--- config.mk ---
export PLATFORM = sky130hd
export DESIGN_NAME = booth_dot_accumulator
export DESIGN_NICKNAME = d
export VERILOG_FILES = /design/src/rtl/booth_dot_accumulator_pkg.sv /design/src/rtl/booth_dot_accumulator_sat_add.sv /design/src/rtl/booth_dot_accumulator.sv
export SDC_FILE = /design/constraint.sdc
export NUM_CORES = 1
export LEC_CHECK = 0
export ABC_AREA = 1
export CORE_AREA = 5 5 146 148
export DETAILED_ROUTE_END_ITERATION = 6
export DIE_AREA = 0 0 151 153
export SLEW_MARGIN = 30
export SYNTH_ARGS = -nofsm -noshare
export SYNTH_HDL_FRONTEND = slang
export SYNTH_HIERARCHICAL = 1
export SYNTH_SLANG_ARGS = --single-unit
--- constraint.sdc ---
create_clock -name clk -period 4.2 [get_ports clk]
set_input_delay 0.42 -clock clk [delete_from_list [all_inputs] [get_ports clk]]
set_output_delay 0.42 -clock clk [all_outputs]
set_load 0.05 [all_outputs]
--- src/rtl/booth_dot_accumulator_pkg.sv ---
// booth_dot_accumulator_pkg: shared widths, FSM encodings and saturation bounds
package booth_dot_accumulator_pkg;
  localparam int PROD_W_DEF = 32;
  localparam int ACC_W_DEF  = 40;
  localparam int CNT_W_DEF  = 8;
  typedef enum logic [1:0] {IDLE = 2'd0, ACCUM = 2'd1, HOLD = 2'd2} state_t;
  localparam logic [ACC_W_DEF-1:0] ACC_MAX = {1'b0, {(ACC_W_DEF-1){1'b1}}};
  localparam logic [ACC_W_DEF-1:0] ACC_MIN = {1'b1, {(ACC_W_DEF-1){1'b0}}};
endpackage

--- src/rtl/booth_dot_accumulator_sat_add.sv ---
// sat_add: combinational signed adder that clamps to the representable range
module sat_add
  import booth_dot_accumulator_pkg::*;
#(
  parameter int W = ACC_W_DEF
) (
  input  logic [W-1:0] a,
  input  logic [W-1:0] b,
  output logic [W-1:0] sum,
  output logic         ovf
);
  logic [W:0] full;
  assign full = {a[W-1], a} + {b[W-1], b};
  // top two bits disagree exactly when the W-bit result would wrap
  assign ovf = full[W] ^ full[W-1];
  assign sum = ovf ? {full[W], {(W-1){~full[W]}}} : full[W-1:0];
endmodule

--- src/rtl/booth_dot_accumulator.sv ---
// booth_dot_accumulator: accumulates a run of signed products into one saturating dot-product result
module booth_dot_accumulator
  import booth_dot_accumulator_pkg::*;
#(
  parameter int PROD_W = PROD_W_DEF,
  parameter int ACC_W  = ACC_W_DEF,
  parameter int CNT_W  = CNT_W_DEF
) (
  input  logic              clk,
  input  logic              reset,
  input  logic              prod_valid,
  output logic              prod_ready,
  input  logic [PROD_W-1:0] prod,
  input  logic              prod_last,
  output logic              dot_valid,
  input  logic              dot_ready,
  output logic [ACC_W-1:0]  dot_out,
  output logic [CNT_W-1:0]  dot_count,
  output logic              dot_ovf
);
  state_t state, state_n;
  logic started, accept, ovf, add_ovf, ovf_n;
  logic [ACC_W-1:0] acc, ext, sum, acc_n;
  logic [CNT_W-1:0] cnt, cnt_n;
  assign ext = ACC_W'($signed(prod));
  assign accept = prod_valid & prod_ready;
  sat_add #(.W(ACC_W)) u_add (.a(acc), .b(ext), .sum(sum), .ovf(add_ovf));
  assign acc_n = (state == IDLE) ? ext : sum;
  assign cnt_n = (state == IDLE) ? CNT_W'(1) : ((&cnt) ? cnt : cnt + 1'b1);
  assign ovf_n = (state != IDLE) & (ovf | add_ovf);
  always_ff @(posedge clk or posedge reset)
    if (reset) state <= IDLE;
    else state <= state_n;
  always_comb begin
    state_n = (state == HOLD) ? (dot_ready ? IDLE : HOLD)
            : accept ? (prod_last ? HOLD : ACCUM) : state;
  end
  // ready stays low until the first edge after reset releases
  always_comb begin
    prod_ready = started & (state != HOLD);
    dot_valid  = (state == HOLD);
  end
  always_ff @(posedge clk or posedge reset)
    if (reset) begin
      started   <= 1'b0;
      acc       <= '0;
      cnt       <= '0;
      ovf       <= 1'b0;
      dot_out   <= '0;
      dot_count <= '0;
      dot_ovf   <= 1'b0;
    end else begin
      started <= 1'b1;
      if (accept) begin
        acc <= acc_n;
        cnt <= cnt_n;
        ovf <= ovf_n;
      end
      if (accept & prod_last) begin
        dot_out   <= acc_n;
        dot_count <= cnt_n;
        dot_ovf   <= ovf_n;
      end
    end
endmodule

## Yosys cells after proc, flatten, opt, wreduce, memory -nomap -nowiden

Cells that the tools add are included.
W data, S select, Z words.

| storage, ports and cells | value |
|---|---|
| register bits after elaboration | 101 |
| output and inout port bits | 51 |

| operators by class | value |
|---|---|
| $add $sub $neg | 2 |
| muxes and demuxes | 8 |
| reduce and logical (&&, ||, !) cells | 4 |
| eq/ne operators | 2 |
| bitwise gates (word level) | 7 |

Operators with widths:

| cell | count |
|---|---|
| $mux W40 | 2 |
| $add A40 B32 Y41 | 1 |
| $mux W8 | 2 |
| $add A8 B1 Y8 const B | 1 |
| $mux W2 | 4 |
| $reduce_and A8 Y1 | 1 |
| $and A1 B1 Y1 | 4 |
| $reduce_bool A2 Y1 | 2 |
| $eq A2 B2 Y1 const B | 1 |
| $logic_not A2 Y1 | 1 |
| $ne A2 B2 Y1 const B | 1 |
| $not A1 Y1 | 1 |
| $or A1 B1 Y1 | 1 |
| $xor A1 B1 Y1 | 1 |

## Longest topological paths before layout

| depth | value |
|---|---|
| word-level depth | 5 |
| gate-level depth with buffers | 21 |

## By module

The synthesis kept the hierarchy.

Modules (own cells, without submodules):

| module | instances | area an instance (µm²) | sequential area each (µm²) | cells an instance |
|---|---|---|---|---|
| booth_dot_accumulator | 1 | 4551.9 | 2527.4 | 596 |
| sat_add | 1 | 3286.9 | 0.0 | 617 |

## Worst setup path before layout

Ideal clock, no wire load.

| timing | value |
|---|---|
| path type | input to register |
| start | input port prod[0] |
| end | register dot_out[31] |
| slack | 1715 ps |
| required time | 4081 ps |
| library setup time | 119 ps |
| data arrival time | 2365 ps |
| cell stages on the path | 19 |
| path through | ha_1 fa_1 nand2_1 nand2_1 nand3_1 nand2_2 nand2_1 nand3_2 nand2_2 nand3_1 nand2_4 nand3_4 buf_6 nand2_1 nand2_1 nand2_1 nand2_1 nand2_1 nand2_1 |

| on the way | value |
|---|---|
| cells in the longest elaborated chain, start to end | 4 |

Ends and longest elaborated chain:

| what | line | text |
|---|---|---|
| from (decl) | booth_dot_accumulator.sv:13 | `input logic [PROD_W-1:0] prod,` |
| $add A40 B32 Y41 * | booth_dot_accumulator_sat_add.sv:13 | `assign full = {a[W-1], a} + {b[W-1], b};` |
| $xor A1 B1 Y1 / $not A1 Y1 (equally long branches) | booth_dot_accumulator_sat_add.sv:15, booth_dot_accumulator_sat_add.sv:16 |  |
| $mux W40 * | booth_dot_accumulator_sat_add.sv:16 | `assign sum = ovf ? {full[W], {(W-1){~full[W]}}} : full[W-1:0];` |
| named net sum[31] | booth_dot_accumulator.sv:23 | `logic [ACC_W-1:0] acc, ext, sum, acc_n;` |
| $mux W40 * | booth_dot_accumulator.sv:28 | `assign acc_n = (state == IDLE) ? ext : sum;` |
| to (signal assigned) | booth_dot_accumulator.sv:60 | `dot_out <= acc_n;` |
| to (decl) | booth_dot_accumulator.sv:17 | `output logic [ACC_W-1:0] dot_out,` |

The timed path passes the listed nets; every way through them passes the cells marked *.
A chain may end at the register's enable or synchronous reset.

## Worst setup path in the final report

| timing | value |
|---|---|
| start | input port prod[31] |
| end | register ovf |

| on the way | value |
|---|---|
| cells in the longest elaborated chain, start to end | 4 |

Ends and longest elaborated chain:

| what | line | text |
|---|---|---|
| $add A40 B32 Y41 | booth_dot_accumulator_sat_add.sv:13 |  |
| $xor A1 B1 Y1 | booth_dot_accumulator_sat_add.sv:15 | `assign ovf = full[W] ^ full[W-1];` |
| named net add_ovf | booth_dot_accumulator.sv:22 | `logic started, accept, ovf, add_ovf, ovf_n;` |
| $or A1 B1 Y1 | booth_dot_accumulator.sv:30 | `assign ovf_n = (state != IDLE) & (ovf \| add_ovf);` |
| $and A1 B1 Y1 | booth_dot_accumulator.sv:30 |  |
| to (signal assigned) | booth_dot_accumulator.sv:57 | `ovf <= ovf_n;` |
| to (decl) | booth_dot_accumulator.sv:22 |  |

The timed path passes the listed nets, and every way through them passes these cells.

==> impl_results.md <==
- Status: finished clean
- Synth Register Bits: 101
- Mapped Area: 0.00784 mm^2
- CTS Buf Count: 9
- Number of nets with antenna violations after routing: 0
- Final slew viol count: 0
- Normalized max-slew margin: 48.1%
- Most frequent cells in the layout: nand2_1, dfrtp_1, clkdlybuf4s50_1
- GRT Resource Usage Total: 20.6%
- Die Y-Extent: 153 um
- Max Cap Violations: 0
- Fill cell count: 2142
- Worst vdd rail ir drop: 0.331 mV
- Worst Tran Pin Value: 0.778 ns
- Max Root-Sink Buffers: 2
- Fmax: 0.301 GHz
- WP data required: 4.42 ns
- Hold Crit Class: register to register
- Clock Sinks: 101
- Final Hold Viols: 0
- Iter 0 DRT Violations: 408
- CP delay by family, top: compound AO/OA/AOI/OAI gates
- Warnings, synthesis: 6
- Mux contribution to synthesized area: 0%
- CP Capture Type: register
- Full die area: 0.0231 mm^2
- Routed length per instance: 14.7 um
- Mapped Cells: 1213
- Reg2reg path depth: 16
- First-pass GRT wire length: 38400 um
- Distinct cell type count after synthesis: 39
- Adder-cell area share of the yosys netlist: 6.80%
- GRT Residual Overflow: 0
- Top_reg_cell synth: dfrtp_1
- GP Congestion: 0.914
- Syn_area_per_cell: 6.46 um^2
- Area Overhead vs Synth: 16.7%
- Vias per Instance: 4.81
- CTS tree: done
- Largest family of logic cells by synthesized area: simple AND/OR/NAND/NOR gates
- Remaining DRCs: 0
- LEAKAGE: 4.96 nW
- CP arrival: 3.54 ns
- Number of synthesized flops with an enable pin: 0
- Clock Pin Slew Worst Setup and Hold Paths: 0.08 ns
- Die W: 151 um
- Number of H-tree levels: 3
- Startpoint types: input pin
- Root Driver: clkbuf_16
- Final net count: 1359
- Worst skew pair latency: 0.36 ns
- WL final: 22900 um
- Register area share after synthesis: 32.2%
- Stages on the worst setup path: 14
- Top-area cell type share of the netlist area: 32.2%
- Worst-path cell chain: clkdlybuf4s50_1, ha_1, a21oi_1, o21ai_0, nand2_1, nand2_1, a21oi_1, nand2_2, nand2_1, nand2_2, nand2_4, nand2_1, o21ai_1, o21ai_1
- Initial Utilization: 39.4%
- Delay of the slowest critical-path stage: 0.73 ns
- Critical path's slowest cell: clkdlybuf4s50_1
- Complex-gate fraction of the synthesized area: 8.65%
- ANT cells: 0
- Post-synthesis simple-gate area fraction: 42.1%
- Final clock skew: 0.0105 ns
- Post-Synth XOR/XNOR Area: 2.79%
- Power Dens Cells: 853 mW/mm^2
- Worst Hold Depth: 2
- Final instance area: 0.00915 mm^2
- TritonRoute pass-1 iters: 5
- Placed inst area: 0.00884 mm^2
- Via count: 7483
- Vias in the first global route: 7497
- Initial antenna violation count: 0
- Setup TNS Final: 0 ns
- Net Count, Synth: 1292
- Post-CTS Setup Inserts: 0
- # hold bufs at CTS: 0
- Crit path time final: 3.32 ns
- CP most frequent cell: nand2_1
- Crit Path Class: input pin to register
- Io pins: 88
- PortBufs: 87
- Most common cell after layout, fill and taps aside: nand2_1
- Post-layout util: 46.0%
- Top cells by area, synth: dfrtp_1, nand2_1, ha_1
- Pin count of the biggest net entering global routing: 57
- Worst-path maximum fanout: 40
- Ys async rst share: 100%
- CTS resizes: 0
- DP Wirelength: 17000 um
- Final setup violation count: 0
- CP bufs+invs: 1
- Layout cell share with drive strength beyond 1: 6.07%
- Post-synth top area cell: dfrtp_1
- Num rows: 52
- RSZ-0062 raised after global routing: false
- Core box area: 0.0199 mm^2
- Fin crit share: 79.1%
## flip-flops by register name (all words and copies together) (netlist names)
register   count
acc           40
dot_out       40
cnt            8
dot_count      8
state          2
dot_ovf        1
ovf            1
started        1
## layer usage
metal	track usage, %	vias up	wire (um)
met3	2.25	21	775
met1	28.4	3402	11200
met4	6.52	0	398
met2	33.7	142	10600
met5	0	-	0
li1	-	3918	-
## path summary, 6_finish.rpt
| kind | start | endpoint | slack [ns] |
|---|---|---|---|
| worst max-delay path | prod[31] | ovf | 0.88 |
| worst min-delay path | dot_out[30] | dot_out[30] | 0.47 |
| worst max register to register | acc[0] | ovf | 1.12 |
| worst min register to register | dot_out[30] | dot_out[30] | 0.47 |
| max in group asynchronous | reset | acc[4] | 2.97 |
| min in group asynchronous | reset | dot_ovf | 0.50 |
## power by group
group          internal, mW  switching [mW]  total, mW  leakage, nW
clock network         0.482           0.400      0.883        0.145
registers              1.38           0.248       1.63         1.28
logic                  1.75            3.54       5.29         3.54
## cells in the mapped netlist (all sizes together) (7+ instances only)
library cell    n
a21oi          48
buf            34
dfrtp         101
ha             41
inv            88
nand2         658
nand3          42
nand3b          8
nand4           7
nor2           84
o21ai          44
o21bai          7
xnor2           7
xor2           18
## cell type report
cell class | instances | area [um^2] | area share (%)
Multi-Input combinational cell | 990 | 4730 | 51.7
Sequential cell | 101 | 2530 | 27.6
Timing Repair Buffer | 90 | 906 | 9.90
Inverter | 88 | 339 | 3.71
Tap cell | 270 | 338 | 3.69
Clock buffer | 10 | 239 | 2.61
Clock inverter | 6 | 67.6 | 0.738
## through the flow
step	power, mW	worst slack (ns)	hold WS, ns	instances
after floorplan	5.72	1.13	0.455	1213
after global placement	6.94	0.464	0.456	1539
after detailed placement	6.95	0.480	0.458	1539
after CTS	7.87	0.855	0.476	1555
after global routing	8.60	0.550	0.498	1555
final	7.81	0.880	0.472	1555
## worst reg2reg max path, stage by stage, from the launching register on
cell	delay (ns)
dfrtp_1	0.38
ha_1	0.26
fa_1	0.46
nand2_1	0.10
nand2_1	0.07
nand3_1	0.10
nand2_2	0.10
nand2_1	0.10
nand3_2	0.15
nand2_2	0.13
nand2_2	0.06
nand2_1	0.08
nand2_2	0.09
nand2_4	0.42
nand2_1	0.17
o21ai_1	0.19
o21ai_1	0.10
## cells by family (layout without fill, tap and decap cells)
kind of cell               count (synthesis)  after routing
AOI/OAI and AO/OA                        114            114
adders and majority gates                 42             42
other                                      1              1
buffers and inverters                    122            194
xor gates and xnor gates                  25             25
DFF                                      101            101
and+or+nand+nor                          808            808
Note: power is estimated with default switching activity, not from simulation.
